$ cat src/rtl/shifter_seq_n_pkg.sv
// Shared op codes, FSM states and mux selects for the sequential shifter.
// Imported by the interface, the one-step unit and the top level.
package shifter_pkg;

    localparam logic [2:0] OP_NOP  = 3'b000;
    localparam logic [2:0] OP_LOAD = 3'b001;
    localparam logic [2:0] OP_LSL  = 3'b010;
    localparam logic [2:0] OP_LSR  = 3'b011;
    localparam logic [2:0] OP_ASR  = 3'b100;
    localparam logic [2:0] OP_ROL  = 3'b101;
    localparam logic [2:0] OP_ROR  = 3'b110;

    typedef enum logic {
        ST_IDLE  = 1'b0,
        ST_SHIFT = 1'b1
    } state_e;

    typedef enum logic [1:0] {
        SEL_HOLD  = 2'd0,
        SEL_LEFT  = 2'd1,
        SEL_RIGHT = 2'd2,
        SEL_FILL  = 2'd3
    } sel_e;

    function automatic logic is_shift_op(input logic [2:0] op);
        return (op == OP_LSL) || (op == OP_LSR) || (op == OP_ASR) ||
               (op == OP_ROL) || (op == OP_ROR);
    endfunction

endpackage

$ cat src/rtl/shifter_seq_n_if.sv
// Request/response bundle of the sequential shifter.
// master drives requests, slave is the shifter itself.
interface shifter_seq_n_if #(
    parameter int WIDTH = 8
);
    localparam int AW = $clog2(WIDTH);

    logic             start;
    logic [2:0]       op;
    logic [AW-1:0]    amt;
    logic [WIDTH-1:0] d_in;
    logic [WIDTH-1:0] q;
    logic             shift_out;
    logic             busy;
    logic             done;

    modport master (
        output start, op, amt, d_in,
        input  q, shift_out, busy, done
    );

    modport slave (
        input  start, op, amt, d_in,
        output q, shift_out, busy, done
    );

endinterface

$ cat src/rtl/shifter_seq_n_shift1_unit.sv
// One-position shift/rotate step built from per-bit 4:1 selects.
// Rotates and ASR reuse the fill leg with a data-dependent fill bit.
module shift1_unit
    import shifter_pkg::*;
#(
    parameter int WIDTH = 8
) (
    input  logic [WIDTH-1:0] q,
    input  logic [2:0]       op,
    output logic [WIDTH-1:0] q_next,
    output logic             bit_out
);

    logic go_left;
    logic go_right;
    logic fill;

    always_comb begin
        go_left  = 1'b0;
        go_right = 1'b0;
        fill     = 1'b0;
        bit_out  = 1'b0;
        unique case (1'b1)
            (op == OP_LSL): begin
                go_left = 1'b1;
                bit_out = q[WIDTH-1];
            end
            (op == OP_ROL): begin
                go_left = 1'b1;
                fill    = q[WIDTH-1];
                bit_out = q[WIDTH-1];
            end
            (op == OP_LSR): begin
                go_right = 1'b1;
                bit_out  = q[0];
            end
            (op == OP_ASR): begin
                go_right = 1'b1;
                fill     = q[WIDTH-1];
                bit_out  = q[0];
            end
            (op == OP_ROR): begin
                go_right = 1'b1;
                fill     = q[0];
                bit_out  = q[0];
            end
            default: begin
            end
        endcase
    end

    for (genvar i = 0; i < WIDTH; i++) begin : g_bit
        // Wrapped neighbour indices keep the edge bits in range; the
        // edge bits never select them because they take the fill leg.
        localparam int LI = (i + WIDTH - 1) % WIDTH;
        localparam int RI = (i + 1) % WIDTH;

        sel_e sel;
        logic b;

        always_comb begin
            sel = SEL_HOLD;
            if (go_left) begin
                sel = (i == 0) ? SEL_FILL : SEL_LEFT;
            end else if (go_right) begin
                sel = (i == WIDTH - 1) ? SEL_FILL : SEL_RIGHT;
            end
        end

        always_comb begin
            b = q[i];
            unique case (sel)
                SEL_HOLD:  b = q[i];
                SEL_LEFT:  b = q[LI];
                SEL_RIGHT: b = q[RI];
                SEL_FILL:  b = fill;
                default:   b = q[i];
            endcase
        end

        assign q_next[i] = b;
    end

endmodule

$ cat src/rtl/shifter_seq_n.sv
// Multi-cycle shifter: one bit position per clock, start/busy/done.
// Holds the FSM, step counter, latched op and the output registers.
module shifter_seq_n
    import shifter_pkg::*;
#(
    parameter int WIDTH = 8
) (
    input  logic            clk,
    input  logic            reset,
    shifter_seq_n_if.slave  bus
);

    localparam int AW = $clog2(WIDTH);

    state_e           state;
    logic [AW-1:0]    cnt;
    logic [2:0]       op_q;
    logic [WIDTH-1:0] q_r;
    logic             so_r;
    logic             busy_r;
    logic             done_r;

    logic [2:0]       op_sel;
    logic [WIDTH-1:0] q_step;
    logic             bit_step;

    // In IDLE the first step uses the live op; afterwards the latched one.
    assign op_sel = (state == ST_IDLE) ? bus.op : op_q;

    shift1_unit #(
        .WIDTH (WIDTH)
    ) u_step (
        .q       (q_r),
        .op      (op_sel),
        .q_next  (q_step),
        .bit_out (bit_step)
    );

    always_ff @(posedge clk) begin
        if (reset) begin
            state  <= ST_IDLE;
            cnt    <= '0;
            op_q   <= OP_NOP;
            q_r    <= '0;
            so_r   <= 1'b0;
            busy_r <= 1'b0;
            done_r <= 1'b0;
        end else begin
            done_r <= 1'b0;
            unique case (state)
                ST_IDLE: begin
                    if (bus.start) begin
                        if (is_shift_op(bus.op) && (bus.amt != '0)) begin
                            op_q <= bus.op;
                            q_r  <= q_step;
                            so_r <= bit_step;
                            cnt  <= bus.amt - AW'(1);
                            if (bus.amt == AW'(1)) begin
                                done_r <= 1'b1;
                            end else begin
                                state  <= ST_SHIFT;
                                busy_r <= 1'b1;
                            end
                        end else begin
                            if (bus.op == OP_LOAD) begin
                                q_r <= bus.d_in;
                            end
                            done_r <= 1'b1;
                        end
                    end
                end
                ST_SHIFT: begin
                    q_r  <= q_step;
                    so_r <= bit_step;
                    cnt  <= cnt - AW'(1);
                    if (cnt == AW'(1)) begin
                        done_r <= 1'b1;
                        busy_r <= 1'b0;
                        state  <= ST_IDLE;
                    end
                end
                default: begin
                    state  <= ST_IDLE;
                    busy_r <= 1'b0;
                end
            endcase
        end
    end

    assign bus.q         = q_r;
    assign bus.shift_out = so_r;
    assign bus.busy      = busy_r;
    assign bus.done      = done_r;

endmodule

$ cat src/flat_wrapper.sv
// flat-port wrapper written by rule: the top's interface ports become plain ports
module shifter_seq_n_flat import shifter_pkg::*;
#(
    parameter int WIDTH = 8
)
  (clk, reset, bus_start, bus_op, bus_amt, bus_d_in, bus_q, bus_shift_out, bus_busy, bus_done);
  shifter_seq_n_if #(.WIDTH(WIDTH)) bus_i ();
  input  logic clk;
  input  logic reset;
  input wire logic [$bits(bus_i.start)-1:0] bus_start;
  input wire logic [$bits(bus_i.op)-1:0] bus_op;
  input wire logic [$bits(bus_i.amt)-1:0] bus_amt;
  input wire logic [$bits(bus_i.d_in)-1:0] bus_d_in;
  output wire logic [$bits(bus_i.q)-1:0] bus_q;
  output wire logic [$bits(bus_i.shift_out)-1:0] bus_shift_out;
  output wire logic [$bits(bus_i.busy)-1:0] bus_busy;
  output wire logic [$bits(bus_i.done)-1:0] bus_done;
  assign bus_i.start = bus_start;
  assign bus_i.op = bus_op;
  assign bus_i.amt = bus_amt;
  assign bus_i.d_in = bus_d_in;
  assign bus_q = bus_i.q;
  assign bus_shift_out = bus_i.shift_out;
  assign bus_busy = bus_i.busy;
  assign bus_done = bus_i.done;
  shifter_seq_n #(.WIDTH(WIDTH)) u_core (.clk(clk), .reset(reset), .bus(bus_i));
endmodule
$ cat config.mk
export PLATFORM = sky130hd
export DESIGN_NAME = shifter_seq_n_flat
export DESIGN_NICKNAME = d
export VERILOG_FILES = /design/src/rtl/shifter_seq_n_pkg.sv /design/src/rtl/shifter_seq_n_if.sv /design/src/rtl/shifter_seq_n_shift1_unit.sv /design/src/rtl/shifter_seq_n.sv /design/src/flat_wrapper.sv
export SDC_FILE = /design/constraint.sdc
export NUM_CORES = 1
export LEC_CHECK = 0
export CAP_MARGIN = 40
export CORE_MARGIN = 3
export CORE_UTILIZATION = 40
export CTS_CLUSTER_SIZE = 20
export DETAILED_ROUTE_END_ITERATION = 8
export PLACE_DENSITY_LB_ADDON = 0.08
export SLEW_MARGIN = 20
export SYNTH_ARGS = -nofsm -noshare
export SYNTH_HDL_FRONTEND = slang
export SYNTH_SLANG_ARGS = --single-unit
export TNS_END_PERCENT = 100
$ cat constraint.sdc
create_clock -name clk -period 3.9 [get_ports clk]
set_clock_uncertainty 0.2 [all_clocks]
set_input_delay 0.585 -clock clk [delete_from_list [all_inputs] [get_ports clk]]
set_output_delay 0.585 -clock clk [all_outputs]
set_load 0.1 [all_outputs]
==> flow_summary_export.csv <==
group,metric,value,unit
synthesis,ys_seq_area_frac,0.292,
floorplan,die_y,61.5,um
placement,placed_cells,202,
placement,place_area,1680,um^2
sta,finalSetupViolations,0,
sta,fmaxAchievable,382,MHz
finish,n_antenna_cell,0,
clock_network,hold_buffers,0,
finish,nNetsFinal,198,
sta,post-route-period-util,0.671,
sta,finalMaxSlewViolations,0,
clock_network,cts.path.max_buffers,2,
clock_network,cts_resized,0,
sta,fin_tns_setup,0,ns
floorplan,coreArea,2850,um^2
synthesis,synth.avg_cell_area,8.74,um^2
synthesis,netlist_instances,141,
min_path,min_path_type,"reg -> reg",
synthesis,ys_seq_elements,18,
placement,dp_slack,0.977,ns
clock_network,cts_max_level,1,
synthesis,ys_warn_count,0,
finish,fillers,277,
clock_network,numCtsBuffers,3,
detailed_routing,dr.first_iter.drc_count,61,
finish,area_delta_synth_final,37.9,%
sta,period_needed,2.62,ns
status,outcome,"finished clean",
sta,worst_slack,1.28,ns
finish,fin_cells,205,
synthesis,yosys.area.top_type,"dfxtp_1",
clock_network,clockRootBuffer,"clkbuf_4",
detailed_routing,postRouteAntennaNets,0,
floorplan,start_util,0.432,
detailed_routing,drc,0,
finish,utilization,0.596,
setup_path,path_class,"in -> reg",
global_routing,grt_overflow,0,
placement,gp_congestion,0.767,
synthesis,yosys-top-cells-area,"dfxtp_1, a21oi_1, a221oi_1, a31o_2, o32ai_1",
sta,hold_viol_final,0,
setup_path,crit_top_cell,"a211oi_1",
floorplan,die_area,3780,um^2
clock_network,clock_latency,0.29,ns
finish,drive_gt1_frac,0.195,
power_and_ir_drop,ir_drop,228,uV
setup_path,worst_setup_path_start_kind,"input pin",
detailed_routing,viasPerCell,5.84,
detailed_routing,dr.pass1.iters,4,
setup_path,arrival,2.60,ns
power_and_ir_drop,p_per_area,379,nW/um^2
clock_network,cts_setup_buffers,0,
setup_path,max_stage_delay,0.50,ns
finish,fin_area,1700,um^2
detailed_routing,wire_per_inst,15.4,um
setup_path,crit_path_end_kind,"flip-flop",
synthesis,syn_nets,163,
sta,rsz0062_at_grt,"false",
global_routing,grt_start_max_net_pins,27,
setup_path,cp_max_fo,15,
global_routing,antenna_found_initial,0,
setup_path,slowest_stage,"clkdlybuf4s50_1",
clock_network,clk_transition_reported_paths,0.10,ns
setup_path,cp_cell_sequence,"clkdlybuf4s50_1 -> inv_1 -> ha_1 -> nor2b_1 -> a211oi_2 -> buf_4 -> and3b_1 -> a211oi_1 -> a211oi_1",
synthesis,yosysTopAreaCellShare,0.292,
placement,numPortBuffers,27,
sta,slew_headroom,0.442,
sta,worst_pin_slew,0.835,ns
floorplan,ioPinCount,28,
finish,register_area,360,um^2
global_routing,grt_util_all_layers,0.180,
global_routing,first_global_vias,1098,
detailed_routing,wirelength,3150,um
run,cap_violations,0,
synthesis,synth_cell_types,38,
setup_path,required,3.89,ns
finish,multiInputGateArea,793,um^2
detailed_routing,vias,1197,
synthesis,syn_area,1230,um^2
floorplan,rows,19,
placement,dp_hpwl,2400,um
power_and_ir_drop,p_leak,0.623,nW
setup_path,r2r_setup_slack,1.87,ns
global_routing,grt_pass1_wl,5190,um
floorplan,die_w,61.5,um
clock_network,cts_tree,"yes",
clock_network,clock_sink_count,18,
## metal layers
metal | vias up | wire, um | GRT usage
met5 | - | 0 | 0
met4 | 0 | 16 | 0.0424
met3 | 2 | 155 | 0.0252
met2 | 31 | 1430 | 0.265
met1 | 568 | 1550 | 0.276
li1 | 596 | - | -
## synth_stat cells (all sizes together)
cell    number
a211oi       4
a21o         1
a21oi       15
a221oi       8
a311oi       1
a31o         8
a31oi        2
and2         1
and3b        1
buf          4
clkbuf       6
dfxtp       18
ha           5
inv          7
mux2         3
mux2i        6
nand2        7
nand2b      10
nand3        2
nor2        10
nor2b        1
nor3         2
nor3b        1
o21ai        5
o22ai        2
o32ai        8
or2          2
xnor2        1
## cell families (layout without fill, tap and decap cells)
group / after synthesis / after routing / synth area share
compound gates: 54 / 54 / 0.343
simple gates: 37 / 37 / 0.160
flops: 18 / 18 / 0.292
buf+inv: 17 / 50 / 0.0640
mux: 9 / 9 / 0.0822
fa+ha+maj: 5 / 5 / 0.0508
xor+xnor: 1 / 1 / 0.00711
## cell type report
cell class	instances	area share
well taps	31	0.0228
multi-input cells	106	0.467
flip-flops and latches	18	0.212
repair buffers	40	0.270
clock buffers	3	0.0133
inverters	7	0.0155
## sequential cells by signal, indices dropped and copies added, names as in the netlist
| register | flops |
|---|---|
| u_core.bus.shift_out | 1 |
| u_core.op_q | 3 |
| u_core.state | 1 |
| u_core.bus.done | 1 |
| u_core.cnt | 3 |
| u_core.bus.q | 8 |
| u_core.bus.busy | 1 |
## worst max-delay path, delay by kind of cell
family	cells	cell delay [ns]
simple gates	2	0.49
fa+ha+maj	1	0.19
buf+inv	3	0.79
compound gates	3	0.54
## metrics by stage
stage	power, mW	hold WS (ns)
after detailed placement	0.554	0.296
after global placement	0.506	0.278
final	0.644	0.315
after CTS	0.646	0.313
after global routing	0.677	0.335
after floorplan	0.441	0.260
## power breakdown
| group | internal [mW] | switching, mW | leakage, nW |
|---|---|---|---|
| Clock | 0.0358 | 0.0574 | 0.0138 |
| Sequential | 0.204 | 0.0205 | 0.148 |
| Combinational | 0.132 | 0.193 | 0.461 |
| Total | 0.372 | 0.271 | 0.623 |
## final timing paths
check / startpoint / endpoint / depth (start not counted)
max: bus_amt[0] / u_core.cnt[2]$_SDFFE_PP0P_ / 9
max reg2reg: u_core.state$_SDFF_PP0_ / u_core.bus.q[3]$_SDFFE_PP0P_ / 5
min: u_core.cnt[1]$_SDFFE_PP0P_ / u_core.cnt[1]$_SDFFE_PP0P_ / 2
min reg2reg: u_core.cnt[1]$_SDFFE_PP0P_ / u_core.cnt[1]$_SDFFE_PP0P_ / 2
## cells in the final DEF, fill, tap and decap left out, drive strengths merged, types with 2 or more instances in the layout
master / count
mux2i: 6
a21oi: 15
ha: 5
nor2: 10
a31o: 8
a31oi: 2
o21ai: 5
mux2: 3
a211oi: 4
clkdlybuf4s50: 27
a221oi: 8
o22ai: 2
o32ai: 8
buf: 13
nand2: 7
or2: 2
nand3: 2
inv: 7
nand2b: 10
clkbuf: 3
dfxtp: 18
nor3: 2
Power figures use the tool's default switching activity.
